$ cat src/rtl/key_mode_select_pkg.sv
// Shared mode encoding for the smart-car mode selector and the downstream mode mux.
// Also holds the fixed-priority pick used when several buttons qualify in the same cycle.
package key_mode_select_pkg;

  localparam int MODE_W = 2;
  localparam int N_KEYS = 4;

  typedef logic [MODE_W-1:0] mode_t;

  localparam mode_t MODE_0 = 2'd0;
  localparam mode_t MODE_1 = 2'd1;
  localparam mode_t MODE_2 = 2'd2;
  localparam mode_t MODE_3 = 2'd3;

  // Lowest key index wins when several press pulses coincide
  function automatic mode_t pick_mode(input logic [N_KEYS-1:0] press);
    mode_t m;
    m = MODE_0;
    if (press[0])      m = MODE_0;
    else if (press[1]) m = MODE_1;
    else if (press[2]) m = MODE_2;
    else if (press[3]) m = MODE_3;
    return m;
  endfunction

endpackage

$ cat src/rtl/key_mode_select_debounce.sv
// One active-low push-button: 2-flop synchroniser, stable-level debounce counter and
// a registered one-cycle pulse on each accepted press (stable level falling 1->0).
module key_debounce #(
  parameter int DEBOUNCE_CYC = 1_000_000,
  parameter int CNT_W        = 20
) (
  input  logic sys_clk,
  input  logic sys_rst,
  input  logic key_in,
  output logic key_press,
  output logic key_level
);

  logic             r_sync1;
  logic             r_sync2;
  logic             r_stable;
  logic             r_stable_d;
  logic [CNT_W-1:0] r_cnt;
  logic             r_press;

  always_ff @(posedge sys_clk) begin
    if (sys_rst) begin
      r_sync1    <= 1'b1;
      r_sync2    <= 1'b1;
      r_stable   <= 1'b1;
      r_stable_d <= 1'b1;
      r_cnt      <= '0;
      r_press    <= 1'b0;
    end else begin
      r_sync1    <= key_in;
      r_sync2    <= r_sync1;
      r_stable_d <= r_stable;
      r_press    <= r_stable_d & ~r_stable;
      // Any sample that agrees with the stable level restarts the qualification window
      if (r_sync2 != r_stable) begin
        if (r_cnt == CNT_W'(DEBOUNCE_CYC - 1)) begin
          r_stable <= r_sync2;
          r_cnt    <= '0;
        end else begin
          r_cnt <= r_cnt + 1'b1;
        end
      end else begin
        r_cnt <= '0;
      end
    end
  end

  assign key_press = r_press;
  assign key_level = r_stable;

endmodule

$ cat src/rtl/key_mode_select.sv
// Four-button mode selector: each raw button is debounced independently and a qualified
// press on button N registers mode N on sel_type, lowest index winning on a tie.
module key_mode_select
  import key_mode_select_pkg::*;
#(
  parameter int DEBOUNCE_CYC = 1_000_000,
  parameter int CNT_W        = 20
) (
  input  logic              sys_clk,
  input  logic              sys_rst,
  input  logic              key0,
  input  logic              key1,
  input  logic              key2,
  input  logic              key3,
  output logic [MODE_W-1:0] sel_type
);

  logic [N_KEYS-1:0] w_keys;
  logic [N_KEYS-1:0] w_press;
  logic [N_KEYS-1:0] w_unused_level;
  mode_t             r_sel;

  assign w_keys = {key3, key2, key1, key0};

  for (genvar g = 0; g < N_KEYS; g++) begin : g_key
    key_debounce #(
      .DEBOUNCE_CYC(DEBOUNCE_CYC),
      .CNT_W       (CNT_W)
    ) u_deb (
      .sys_clk  (sys_clk),
      .sys_rst  (sys_rst),
      .key_in   (w_keys[g]),
      .key_press(w_press[g]),
      .key_level(w_unused_level[g])
    );
  end

  always_ff @(posedge sys_clk) begin
    if (sys_rst) begin
      r_sel <= MODE_0;
    end else if (|w_press) begin
      r_sel <= pick_mode(w_press);
    end
  end

  assign sel_type = r_sel;

endmodule

$ cat config.mk
export PLATFORM = sky130hd
export DESIGN_NAME = key_mode_select
export DESIGN_NICKNAME = d
export VERILOG_FILES = /design/src/rtl/key_mode_select_pkg.sv /design/src/rtl/key_mode_select_debounce.sv /design/src/rtl/key_mode_select.sv
export SDC_FILE = /design/constraint.sdc
export NUM_CORES = 1
export LEC_CHECK = 0
export CORE_ASPECT_RATIO = 1.75
export CORE_UTILIZATION = 40
export DETAILED_ROUTE_END_ITERATION = 12
export PLACE_DENSITY_LB_ADDON = 0.05
export SYNTH_ARGS = -nofsm -noshare
export SYNTH_HDL_FRONTEND = slang
export SYNTH_SLANG_ARGS = --single-unit
$ cat constraint.sdc
create_clock -name sys_clk -period 2.4 [get_ports sys_clk]
set_clock_uncertainty 0.2 [all_clocks]
set_input_delay 0.36 -clock sys_clk [delete_from_list [all_inputs] [get_ports sys_clk]]
set_output_delay 0.36 -clock sys_clk [all_outputs]
set_load 0.02 [all_outputs]
Yosys cells after proc, flatten, opt, wreduce, memory -nomap -nowiden. Index checks and enable logic that the tools add are counted. W data, S select, Z words.

Word-level logic and storage cells: 62. Input port bits: 6. Register bits: 102.

Add/sub/neg operators: 4. Reductions and logical operators: 9. Eq/ne operators: 8. Bitwise gates (word level): 12. Muxes and demuxes: 4.

Operator list (count): $add A20 B1 Y20 const B (4); $eq A20 B20 Y1 const B (4); $reduce_or A3 Y1 (4); $mux W2 (4); $not A1 Y1 (8); $reduce_and A2 Y1 (4); $and A1 B1 Y1 (4); $ne A1 B1 Y1 (4); $reduce_or A4 Y1 (1).

Depth between registers and ports, before layout.
Depth after elaboration: 4. Mapped depth: 6. Mapped depth without buffers: 5.

Modules after synthesis. A second synthesis with hierarchy kept.

Cells, all modules: 487. Area total of the unflattened synthesis: 4399.2 um^2.

Modules (own cells, without submodules): key_debounce (area an instance 1081.0 um^2, cells each 120, sequential area each 500.5 um^2, times used 4); key_mode_select (area an instance 75.1 um^2, cells each 7, sequential area each 40.0 um^2, times used 1).

Least setup slack after synthesis. OpenSTA, ideal clock, no wires.

Kind: reg-to-reg. From: reg g_key[0].u_deb.r_cnt[0]. To: reg g_key[0].u_deb.r_cnt[14]. Cell stages (with the launch flop): 7. Setup slack: 0.268 ns. Path buffers: 1. Library setup time: 0.115 ns. Data arrival time: 1.817 ns. Cell sequence: dfxtp_1 ha_1 nand3_1 or4_1 o21ai_2 buf_6 nor2_1.

Longest elaborated chain between the ends: 2. Elaborated cells on any way between the ends: 3. Classes of those cells: add/sub (1); eq/ne (1); reduce/logical (1).

Ends and longest elaborated chain: start, declared (line key_mode_select_debounce.sv:18) `logic [CNT_W-1:0] r_cnt;`; start signal, assigned (line key_mode_select_debounce.sv:40) `r_cnt <= r_cnt + 1'b1;`; parallel branches: the longest is 2 deep, another holds $add A20 B1 Y20.

Several ways; the timed one is not identified. A chain may end at the register's enable or synchronous reset.

Final worst setup path.
From: reg g_key[1].u_deb.r_cnt[7]. To: reg g_key[1].u_deb.r_cnt[16].

Longest elaborated chain between the ends: 2. Elaborated cells on any way between the ends: 3. Classes of those cells: add/sub (1); eq/ne (1); reduce/logical (1).

Ends and longest elaborated chain (line): start, declared (key_mode_select_debounce.sv:18); start signal, assigned (key_mode_select_debounce.sv:40); parallel branches: the longest is 2 deep, another holds $add A20 B1 Y20.

Several ways; the timed one is not identified.

==> flow_summary.json <==
{
  "core_area_um2": 10400,
  "antenna_found_initial": 0,
  "grt_pass1_vias": 3290,
  "finalSetupTns_ps": 0,
  "synthMuxAreaShare_pct": 0,
  "peakVddDrop_v": 0.000423,
  "root_buffer": "clkbuf_16",
  "finalCritPeriodShare_pct": 94.0,
  "tritoncts": "done",
  "rsz0062_at_grt": "false",
  "vias": 3389,
  "clock-sinks": 102,
  "drt_iter0_drc": 121,
  "portBuffers": 7,
  "min_path_cells": 2,
  "worstSetupPathType": "reg -> reg",
  "synth-simple-area-share_pct": 28.8,
  "syn-instance-count": 493,
  "fmax_ghz": 0.443,
  "synth_edf_count": 0,
  "dominantRegCellSynth": "dfxtp_1",
  "synthArstFlopShare_pct": 0,
  "slew_headroom_pct": 62.2,
  "vias_per_cell": 5.27,
  "syn_avg_cell_area_um2": 8.78,
  "cap_violations": 0,
  "std_cell_rows": 49,
  "cts_max_level": 3,
  "hp-class": "reg -> reg",
  "comb_power_share_pct": 1.3,
  "post-synth-top-area-cell": "dfxtp_1",
  "fp.dieW_um": 80.6,
  "arrival_ps": 2270,
  "grt_overflow": 0,
  "finalWirelength_um": 8230,
  "r2r_cells": 5,
  "ys_seq_area_share_pct": 47.2,
  "diodes": 0,
  "synthAdderAreaFrac_pct": 1.16,
  "grt_util_all_layers_pct": 16.3,
  "drc": 0,
  "swShare_pct": 19.0,
  "post_cts_buffers": 0,
  "synth-xor-area-share_pct": 10.5,
  "worst_setup_path_start_kind": "flop",
  "ys_ff_latch": 102,
  "dieArea_um2": 11300,
  "fill_cells": 1024,
  "die_h_um": 140,
  "gp_congestion": 0.741,
  "hold_viol": 0,
  "syn_to_final_growth_pct": 14.2,
  "clkLatencyLatePin_ps": 330,
  "synth_top_family_by_area": "simple AND/OR/NAND/NOR gates",
  "synthTopCellsByArea": "dfxtp_1, xnor2_1, nor2_1",
  "clk_pin_slew_worst_paths_ps": 60,
  "routedWlPerCell_um": 12.8,
  "synth_area_um2": 4330,
  "dr.pass1.iters": 6,
  "dp.final_hpwl_um": 5810,
  "synth_compound_area_share_pct": 8.24,
  "finalNetCount": 521,
  "clockPowerShare_pct": 46.8,
  "power_density_nw_per_um2": 665,
  "cts_buffers": 9,
  "synth.distinct_cells": 38,
  "power.leakage_nw": 1.53,
  "grt_pass1_wl_um": 14600,
  "setup_viol": 0,
  "whs_ps": 207,
  "cts_hold_buf": 0,
  "worst_setup_path_end_kind": "flop",
  "synth_warnings": 0,
  "synth_top_area_share_pct": 47.2,
  "synth_nets": 503,
  "clock_path_buffers": 2,
  "drive_gt1_share_pct": 10.7,
  "p_int_mw": 2.66,
  "grt_start_max_net_pins": 21,
  "p_sw_mw": 0.625,
  "crit_fanout": 20,
  "synth_common_cells": "dfxtp_1, nor2_1, nand3_1",
  "status": "finished, final reports clean",
  "finalCriticalPeriod_ps": 2260,
  "start_util_pct": 41.5,
  "io_pins": 8,
  "drv_slew": 0,
  "yosysMostFrequentCell": "dfxtp_1",
  "cp_data_required_time_ps": 2410,
  "tightestPinTransition_ps": 559,
  "cts-resized-gates": 0,
  "ant_nets": 0,
  "p_seq_share_pct": 51.9
}
==> worst paths after layout <==
kind	end	slack, ps	startpoint
worst max-delay path	g_key[1].u_deb.r_cnt[16]	140	g_key[1].u_deb.r_cnt[7]
worst min-delay path	g_key[1].u_deb.key_press	210	g_key[1].u_deb.r_stable_d
worst max register to register	g_key[1].u_deb.r_cnt[16]	140	g_key[1].u_deb.r_cnt[7]
worst min register to register	g_key[1].u_deb.key_press	210	g_key[1].u_deb.r_stable_d
==> power groups by stage <==
stage               Clock (mW)  Combinational [mW]  Sequential (mW)
finish                    1.54              0.0437             1.70
global route              1.67              0.0494             1.70
CTS                       1.60              0.0451             1.70
detailed placement           0              0.0450             1.74
global placement             0              0.0443             1.74
floorplan                    0              0.0241             1.74
==> worst max-delay path: stages, from the launching register on <==
cell and delay (ps):
dfxtp_1 360, or4_1 520, or4_1 590, o211ai_2 230, buf_12 180, a21oi_1 50
==> routing by layer <==
metal / GRT usage (%) / routed length [um]
met1: 19.2 / 3770
met2: 28.3 / 4140
met3: 3.15 / 188
met4: 6.48 / 133
met5: 0 / 0
==> flip-flops by register name (all words and copies together) (netlist names) <==
register                flops
g_key.u_deb.key_level       4
sel_type                    2
g_key.u_deb.r_sync2         4
g_key.u_deb.key_press       4
g_key.u_deb.r_sync1         4
g_key.u_deb.r_stable_d      4
g_key.u_deb.r_cnt          80
==> cells in the final DEF, fill, tap and decap left out, types with 13 or more instances in the layout <==
| cell | n |
|---|---|
| a21oi_1 | 24 |
| buf_4 | 13 |
| dfxtp_1 | 102 |
| inv_1 | 24 |
| nand2_1 | 27 |
| nand3_1 | 31 |
| nand4_1 | 15 |
| nor2_1 | 68 |
| nor3_1 | 14 |
| o21ai_0 | 16 |
| or2_2 | 13 |
| or4_1 | 19 |
| xnor2_1 | 30 |
| xor2_1 | 22 |
==> cells by family (layout without fill, tap and decap cells) <==
logic type | Yosys count | in the layout
flip-flops | 102 | 102
adder cells (fa/ha/maj) | 4 | 4
XOR/XNOR | 52 | 52
buffers and inverters | 40 | 63
AO/OA/AOI/OAI | 59 | 59
AND/OR/NAND/NOR | 236 | 236
==> metrics by stage <==
| stage | worst slack (ps) | utilization, % | instance area [um^2] | std cells | power (mW) |
|---|---|---|---|---|---|
| finish | 144 | 47.5 | 4950 | 643 | 3.29 |
| global route | 51.2 | 47.5 | 4950 | 643 | 3.42 |
| CTS | 151 | 47.5 | 4950 | 643 | 3.35 |
| detailed placement | 160 | 44.4 | 4630 | 627 | 1.79 |
| global placement | 214 | 44.4 | 4630 | 627 | 1.79 |
| floorplan | 268 | - | 4330 | 493 | 1.77 |
==> layout make-up <==
| type | instances | area, um^2 | share of cell area, % |
|---|---|---|---|
| clock inverters | 4 | 70.1 | 1.42 |
| flip-flops and latches | 102 | 2040 | 41.3 |
| multi-input cells | 351 | 2110 | 42.7 |
| inverters | 24 | 90.1 | 1.82 |
| clock buffers | 12 | 246 | 4.98 |
| repair buffers | 23 | 228 | 4.60 |
| well taps | 127 | 159 | 3.21 |
No activity file was read; power rests on OpenSTA's default activity.
